**src/rtl/selevy_dbgdump.sv**
```systemverilog
// selevy_dbgdump: halts the selevy core, then streams register-file and/or RAM
// words MSB-first as OUT_W-bit digits on gout, each qualified by an out_clk pulse.
module selevy_dbgdump #(
    parameter int XLEN      = 32,
    parameter int REG_NUM   = 32,
    parameter int MEM_DEPTH = 64,
    parameter int OUT_W     = 4,
    parameter int CLK_DIV   = 1,
    localparam int RA_W     = (REG_NUM > 1) ? $clog2(REG_NUM) : 1,
    localparam int MA_W     = (MEM_DEPTH > 1) ? $clog2(MEM_DEPTH) : 1
) (
    input  logic            CLK,
    input  logic            reset,
    input  logic            start,
    input  logic            sel_rf,
    input  logic            sel_mem,
    output logic            halt_req,
    input  logic            halt_ack,
    output logic [RA_W-1:0] rf_addr,
    input  logic [XLEN-1:0] rf_rdata,
    output logic [MA_W-1:0] mem_addr,
    input  logic [XLEN-1:0] mem_rdata,
    output logic [OUT_W-1:0] gout,
    output logic            out_clk,
    output logic            busy,
    output logic            done,
    output logic            abort
);

    localparam int ND    = XLEN / OUT_W;
    localparam int IDX_W = (RA_W > MA_W) ? RA_W : MA_W;
    localparam int CNT_W = $clog2(2 * CLK_DIV + 1);
    localparam int DIG_W = $clog2(ND + 1);

    localparam logic [CNT_W-1:0] HALF_M1  = CNT_W'(CLK_DIV - 1);
    localparam logic [CNT_W-1:0] LAST_CNT = CNT_W'(2 * CLK_DIV - 1);
    localparam logic [DIG_W-1:0] LAST_DIG = DIG_W'(ND - 1);
    localparam logic [IDX_W-1:0] RF_LAST  = IDX_W'(REG_NUM - 1);
    localparam logic [IDX_W-1:0] MEM_LAST = IDX_W'(MEM_DEPTH - 1);
    localparam logic [OUT_W-1:0] TAG_RF   = OUT_W'(4'hA);
    localparam logic [OUT_W-1:0] TAG_MEM  = OUT_W'(4'hB);

    generate
        if (XLEN % OUT_W != 0) begin : g_bad_out_w
            $error("selevy_dbgdump: XLEN must be a multiple of OUT_W");
        end
    endgenerate

    typedef enum logic [2:0] {
        S_IDLE, S_HALT, S_TAG, S_RD, S_CAP, S_SHIFT, S_DONE
    } state_t;

    state_t           state, state_n;
    logic             lat_rf, lat_mem;
    logic             sec_mem;          // 0: register-file section, 1: RAM section
    logic [IDX_W-1:0] idx;
    logic [CNT_W-1:0] cnt;
    logic [DIG_W-1:0] dig;
    logic [XLEN-1:0]  shreg;

    logic             halt_lost;
    logic             period_end;
    logic             word_end;
    logic [IDX_W-1:0] idx_last;
    logic [XLEN-1:0]  rdata;

    assign halt_lost  = !halt_ack && (state inside {S_TAG, S_RD, S_CAP, S_SHIFT});
    assign period_end = (cnt == LAST_CNT);
    assign word_end   = period_end && (dig == LAST_DIG);
    assign idx_last   = sec_mem ? MEM_LAST : RF_LAST;
    assign rdata      = sec_mem ? mem_rdata : rf_rdata;
    assign rf_addr    = RA_W'(idx);
    assign mem_addr   = MA_W'(idx);

    always_ff @(posedge CLK or negedge reset) begin
        if (!reset) state <= S_IDLE;
        else        state <= state_n;
    end

    // NOTE: state_n gets a default before the case so no path leaves it unassigned (no latch).
    always_comb begin
        state_n = state;
        if (halt_lost) begin
            state_n = S_IDLE;
        end else begin
            case (state)
                S_IDLE:  if (start && (sel_rf || sel_mem)) state_n = S_HALT;
                S_HALT:  if (halt_ack) state_n = S_TAG;
                S_TAG:   if (period_end) state_n = S_RD;
                S_RD:    state_n = S_CAP;
                S_CAP:   state_n = S_SHIFT;
                S_SHIFT: begin
                    if (word_end) begin
                        if (idx < idx_last)          state_n = S_RD;
                        else if (!sec_mem && lat_mem) state_n = S_TAG;
                        else                          state_n = S_DONE;
                    end
                end
                S_DONE:  state_n = S_IDLE;
                default: state_n = S_IDLE;
            endcase
        end
    end

    always_comb begin
        halt_req = (state != S_IDLE);
        busy     = (state != S_IDLE);
        done     = (state == S_DONE);
    end

    // NOTE: sequential state uses non-blocking assignments so every register sees pre-edge values.
    always_ff @(posedge CLK or negedge reset) begin
        if (!reset) begin
            lat_rf  <= 1'b0;
            lat_mem <= 1'b0;
            sec_mem <= 1'b0;
            idx     <= '0;
            cnt     <= '0;
            dig     <= '0;
            shreg   <= '0;
            gout    <= '0;
            out_clk <= 1'b0;
            abort   <= 1'b0;
        end else begin
            abort <= 1'b0;
            if (halt_lost) begin
                abort   <= 1'b1;
                gout    <= '0;
                out_clk <= 1'b0;
                lat_rf  <= 1'b0;
                lat_mem <= 1'b0;
            end else begin
                case (state)
                    S_IDLE: begin
                        if (start && (sel_rf || sel_mem)) begin
                            lat_rf  <= sel_rf;
                            lat_mem <= sel_mem;
                        end
                    end
                    S_HALT: begin
                        if (halt_ack) begin
                            sec_mem <= !lat_rf;
                            idx     <= '0;
                            cnt     <= '0;
                            gout    <= lat_rf ? TAG_RF : TAG_MEM;
                            out_clk <= 1'b0;
                        end
                    end
                    S_TAG: begin
                        if (period_end) begin
                            cnt     <= '0;
                            out_clk <= 1'b0;
                        end else begin
                            cnt     <= cnt + CNT_W'(1);
                            out_clk <= (cnt >= HALF_M1);
                        end
                    end
                    S_CAP: begin
                        // First digit goes straight out while the rest waits in the shifter.
                        gout    <= rdata[XLEN-1 -: OUT_W];
                        shreg   <= rdata << OUT_W;
                        dig     <= '0;
                        cnt     <= '0;
                        out_clk <= 1'b0;
                    end
                    S_SHIFT: begin
                        if (!period_end) begin
                            cnt     <= cnt + CNT_W'(1);
                            out_clk <= (cnt >= HALF_M1);
                        end else begin
                            cnt     <= '0;
                            out_clk <= 1'b0;
                            if (dig != LAST_DIG) begin
                                gout  <= shreg[XLEN-1 -: OUT_W];
                                shreg <= shreg << OUT_W;
                                dig   <= dig + DIG_W'(1);
                            end else if (idx < idx_last) begin
                                idx <= idx + IDX_W'(1);
                            end else if (!sec_mem && lat_mem) begin
                                sec_mem <= 1'b1;
                                idx     <= '0;
                                gout    <= TAG_MEM;
                            end
                        end
                    end
                    S_DONE: begin
                        gout    <= '0;
                        out_clk <= 1'b0;
                        lat_rf  <= 1'b0;
                        lat_mem <= 1'b0;
                    end
                    default: ;
                endcase
            end
        end
    end

endmodule

```
**config.mk**
```make
export PLATFORM = sky130hd
export DESIGN_NAME = selevy_dbgdump
export DESIGN_NICKNAME = d
export VERILOG_FILES = /design/src/rtl/selevy_dbgdump.sv
export SDC_FILE = /design/constraint.sdc
export NUM_CORES = 1
export LEC_CHECK = 0
export CAP_MARGIN = 20
export CORE_MARGIN = 2
export CORE_UTILIZATION = 44
export DETAILED_ROUTE_END_ITERATION = 16
export PLACE_DENSITY_LB_ADDON = 0.2
export SYNTH_ARGS = -nofsm -noshare
export SYNTH_HDL_FRONTEND = slang
export SYNTH_SLANG_ARGS = --single-unit
```
**constraint.sdc**
```tcl
create_clock -name CLK -period 2.1 [get_ports CLK]
set_input_delay 0.525 -clock CLK [delete_from_list [all_inputs] [get_ports CLK]]
set_output_delay 0.525 -clock CLK [all_outputs]
set_load 0.02 [all_outputs]
```
Word level (Yosys, flattened, before mapping) --
Index checks and enable logic that the tools add are counted.
Storage, ports and cells: bits in registers 56, word-level logic and storage cells 117
Operators by class: muxes and demuxes 50, $add $sub $neg 3, equality and inequality tests 23, $lt $le $gt $ge 2, reductions and logical operators 27, bitwise logic cells 1
Operators with widths (count):
- 2-to-1 mux 32 bit | 3
- one-hot mux 32 bit (2 select lines) | 1
- 2-to-1 mux 6 bit | 6
- 2-to-1 mux 4 bit | 8
- 2-to-1 mux 3 bit | 7
- one-hot mux 3 bit (6 select lines) | 1
- one-hot mux 4 bit (4 select lines) | 1
- inequality test 3 bit, second input constant | 5
- 2-to-1 mux 1 bit | 14
- one-hot mux 6 bit (2 select lines) | 1
- equality test 3 bit, second input constant | 3
- nonzero test 3 bit | 3
- inequality test 2 bit, second input constant | 4
- inequality test 4 x 3 -> 1 bit, second input constant | 2
- one-hot mux 4 bit (2 select lines) | 1
- AND reduction 4 bit | 2
- nonzero test 4 bit | 2
- AND reduction 7 bit | 1
- adder 6 x 1 -> 6 bit, second input constant | 1
- equality test 3 x 2 -> 1 bit, second input constant | 2
- less-than comparator 6 bit | 1
- one-hot mux 1 bit (2 select lines) | 3
- one-hot mux 2 bit (3 select lines) | 1
- AND reduction 6 bit | 1
- 22 further kinds | 32

Longest topological paths before layout --
depth in word-level cells 8, gate-level depth with buffers 10, gate-level depth less buffers 7

Worst setup path before layout --
No wires, ideal clock.
kind reg2reg, from register sec_mem, to register gout[0], path slack 0.079 ns, library setup time 0.121 ns, stages on the path, launching flop included 9, required time 1.979 ns, arrival 1.900 ns, cell sequence dfrtp_1 > buf_2 > buf_2 > inv_1 > ha_1 > a31oi_4 > o21ai_1 > and3b_2 > a22o_1
Between the ends: longest elaborated chain between the ends 4, elaborated cells on any way between the ends 10, those cells by class order compare (1); eq/ne (2); mux (4); reduce/logical (3)
RTL lines:
- from (decl) | RTL line 55 | logic sec_mem;
- from (signal assigned) | RTL line 142 | sec_mem <= !lat_rf;
- 2-to-1 mux 6 bit / zero test 1 bit (equally long branches) | RTL line 70, 179
- less-than comparator 6 bit / logical AND 1 bit (equally long branches) | RTL line 177, 179
- inequality test 4 x 3 -> 1 bit (no source line) / inequality test 4 x 2 -> 1 bit (equally long branches)
- AND reduction 5 bit (no source line)
- to (signal assigned) | RTL line 145 | gout <= lat_rf ? TAG_RF : TAG_MEM;
- to (signal assigned) | RTL line 160 | gout <= rdata[XLEN-1 -: OUT_W];
- to (signal assigned) | RTL line 174 | gout <= shreg[XLEN-1 -: OUT_W];
- to (decl) | RTL line 23 | output logic [OUT_W-1:0] gout,
Several ways; a longest one is shown, not always the timed one. A chain may end at the register's enable or synchronous reset.

Final worst setup path --
from register idx[4], in the netlist mem_addr[4], to output port rf_addr[4]
RTL lines:
- from (decl) | RTL line 56 | logic [IDX_W-1:0] idx;
- from (signal assigned) | RTL line 178 | idx <= idx + IDX_W'(1);
- to (decl) | RTL line 19 | output logic [RA_W-1:0] rf_addr,
No word-level cell between the ends.

==> results.sh <==
export IMPL_status="finished clean"
export IMPL_io_buffers=89
export IMPL_ys_ff_latch=52
export IMPL_clockBufferDepth=2
export IMPL_layout_drive_gt1_share_pct=10.3
export IMPL_cp_cell_sequence="clkdlybuf4s50_1"
export IMPL_cp_end_kind="primary output"
export IMPL_post_route_cell_area_um2=4350
export IMPL_post_cts_buffers=0
export IMPL_final_cells=556
export IMPL_diodes=0
export IMPL_ys_warn_count=0
export IMPL_drt_iter0_drc=60
export IMPL_h_tree_depth=2
export IMPL_vias=2947
export IMPL_slowest_stage="clkdlybuf4s50_1"
export IMPL_cts_hold_buf=0
export IMPL_drc=0
export IMPL_hold_class="primary input to asynchronous set/reset pin"
export IMPL_synth_compound_area_share_pct=21.2
export IMPL_yosys_area_top_type="dfrtp_1"
export IMPL_powerDensity_nw_per_um2=1130
export IMPL_wl_per_cell_um=14.0
export IMPL_max_freq_ghz=0.513
export IMPL_worstMarginPinSlew_ps=355
export IMPL_max_vdd_ir_drop_mv=0.392
export IMPL_hold_viol=0
export IMPL_synth_cells=369
export IMPL_power_switching_mw=2.02
export IMPL_hpwl_um=5880
export IMPL_start_util_pct=45.2
export IMPL_clock_power_share_pct=13.9
export IMPL_ys_flop_type="dfrtp_1"
export IMPL_netlist_area_um2=3240
export IMPL_synthSimpleGateAreaFrac_pct=18.4
export IMPL_finalSetupViolations=0
export IMPL_cp_arrival_ps=1420
export IMPL_cp_slowest_stage_delay_ps=650
export IMPL_rows=31
export IMPL_cp_buffers_inverters=1
export IMPL_fin_skew_ps=9.08
export IMPL_grt_pass1_vias=2942
export IMPL_fin_nets=532
export IMPL_clk_latency_ps=310
export IMPL_final_max_slew_viol_count=0
export IMPL_globalRouteMet1Util_pct=23.5
export IMPL_cts_buffers=5
export IMPL_whs_ps=197
export IMPL_dp_cells=549
export IMPL_antenna_left=0
export IMPL_dpl_cell_area_um2=4250
export IMPL_grt_busiest_layer="met2"
export IMPL_synthMuxAreaShare_pct=10.8
export IMPL_period_share_pct=92.8
export IMPL_grt_max_degree=53
export IMPL_async_flop_share_pct=100
export IMPL_dieArea_um2=8070
export IMPL_met3_usage_pct=3.69
export IMPL_fin_crit_ps=1950
export IMPL_cts_tree="yes"
export IMPL_grt_pass1_wl_um=13300
export IMPL_startpoint_type="flip-flop"
export IMPL_combPwrFrac_pct=53.1
export IMPL_wirelength_um=7780
export IMPL_pwr_share_seq_pct=33.0
export IMPL_relSlewSlack_pct=76.3
export IMPL_routabilityCongestion=0.827
export IMPL_cts_sinks=52
export IMPL_antenna_found_initial=0
export IMPL_synth_top_family_by_area="compound AO/OA/AOI/OAI gates"
export IMPL_leakage_nw=2.06
export IMPL_use_met2_pct=36.0
export IMPL_yosys_top_cells_area="dfrtp_1 40%, mux2i_1 11%, o21ai_0 10%, nand2_1 7.4%, ha_1 1.9%"
export IMPL_yosysSeqAreaShare_pct=40.1
export IMPL_synth_edff_count=0
export IMPL_fin_setup_tns_ps=0
export IMPL_synthAdderAreaFrac_pct=1.93
export IMPL_drv_cap=0
export IMPL_ys_top_cells_by_count="68 x o21ai_0, 64 x nand2_1, 52 x dfrtp_1"
export IMPL_swShare_pct=41.0
export IMPL_critPathKind="flip-flop to primary output"
export IMPL_avgViaCountPerCell=5.30
export IMPL_power_mw=4.92
export IMPL_cp_required_ps=1570
export IMPL_synth_xor_area_share_pct=0.810
export IMPL_synth_most_common_cell="o21ai_0"
export IMPL_first_pass_iters=4
export IMPL_worst_path_max_fanout=6
export IMPL_gr_usage_all_layers_pct=19.7
export IMPL_syn_nets=444
export IMPL_avgSynthCellArea_um2=8.79
export IMPL_root_buffer="clkbuf_8"
export IMPL_internal_power_mw=2.90
export IMPL_area_growth_pct=34.2
export IMPL_synth_top_area_share_pct=40.1
export IMPL_n_fill_cell=646
export IMPL_grt_overflow=0
export IMPL_dieWidth_um=89.9
export IMPL_synth_distinct_cells=57
export IMPL_pin_count=90
export IMPL_die_h_um=89.9
export IMPL_crit_family="buffers and inverters"
export IMPL_grt_setup_unrepaired="no"
export IMPL_coreArea_um2=7180
export IMPL_cts_reportedPaths_clkPinSlew_ps=100
==> area by class of cell <==
type | instances | area (um^2) | share of cell area, %
multi-input combinational | 278 | 1730 | 39.7
clock inverter | 1 | 30.0 | 0.690
tap | 99 | 124 | 2.85
clock buffer | 6 | 72.6 | 1.67
inverter | 9 | 33.8 | 0.776
sequential | 52 | 1300 | 30.0
timing repair buffer | 111 | 1060 | 24.3
==> path summary, 6_finish.rpt <==
check / from / to / slack (ps) / cells after the start
worst max-delay path: mem_addr[4]$_DFFE_PN0P_ / rf_addr[4] / 150 / 1
worst min-delay path: reset / abort$_DFF_PN0_ / 200 / 2
worst max register to register: state[1]$_DFFE_PN0P_ / state[0]$_DFFE_PN0P_ / 200 / 8
worst min register to register: shreg[25]$_DFFE_PN0P_ / shreg[25]$_DFFE_PN0P_ / 480 / 2
max in group asynchronous: reset / shreg[27]$_DFFE_PN0P_ / 1650 / 2
min in group CLK: shreg[25]$_DFFE_PN0P_ / shreg[25]$_DFFE_PN0P_ / 480 / 2
==> power by group through the flow <==
stage	Clock, mW	Sequential [mW]	Combinational, mW
6_report	0.681	1.62	2.61
5_1_grt	0.731	1.67	2.91
4_1_cts	0.689	1.62	2.61
3_5_place_dp	0	1.63	2.63
3_3_place_gp	0	1.62	2.54
2_1_floorplan	0	1.63	1.85
==> stage by stage <==
stage / util, % / worst slack, ps
after floorplan: - / 78.5
after global placement: 59.2 / 14.2
after detailed placement: 59.2 / -67.3
after CTS: 60.6 / 126
after global routing: 60.7 / 38.6
final: 60.7 / 151
==> layout by cell type (no fill, tap or decap), types with 2 or more instances in the layout <==
master	n
a211oi_1	2
a21o_1	2
a21oi_1	8
a22o_1	5
a31oi_1	3
and3_1	2
buf_4	21
clkbuf_8	5
clkdlybuf4s50_1	85
dfrtp_1	50
dfrtp_2	2
dlygate4sd2_1	3
ha_1	5
inv_1	9
mux2i_1	35
nand2_1	64
nand2b_1	5
nand3_1	6
nor2_1	13
nor2_2	2
nor2b_1	5
nor3_1	4
o211ai_1	5
o21ai_0	68
o21ai_1	5
o22ai_1	2
or3_1	3
xor2_1	3
==> routing by layer <==
| metal | vias up | routed length, um | part of all wire (%) |
|---|---|---|---|
| li1 | 1477 | - | - |
| met1 | 1376 | 3340 | 43 |
| met2 | 88 | 4030 | 52 |
| met3 | 6 | 337 | 4.3 |
| met4 | 0 | 68 | 0.87 |
| met5 | - | 0 | 0 |
==> logic make-up after synthesis <==
family	Yosys count
AOI/OAI and AO/OA	114
and+or+nand+nor	121
buffers and inverters	39
DFF	52
xor gates and xnor gates	3
muxes	35
adders and majority gates	5
==> what timing repair did <==
| action | CTS | global route |
|---|---|---|
| gates resized for setup | 5 | 1 |
| setup endpoints to repair | 3 | 1 |
| pin swaps | 0 | 0 |
==> sequential cells by signal (all words and copies together), names as in the netlist <==
name	count
shreg	28
mem_addr	6
dig	4
gout	4
state	3
cnt	2
abort	1
lat_mem	1
lat_rf	1
out_clk	1
sec_mem	1
No activity file was read; power rests on OpenSTA's default activity.
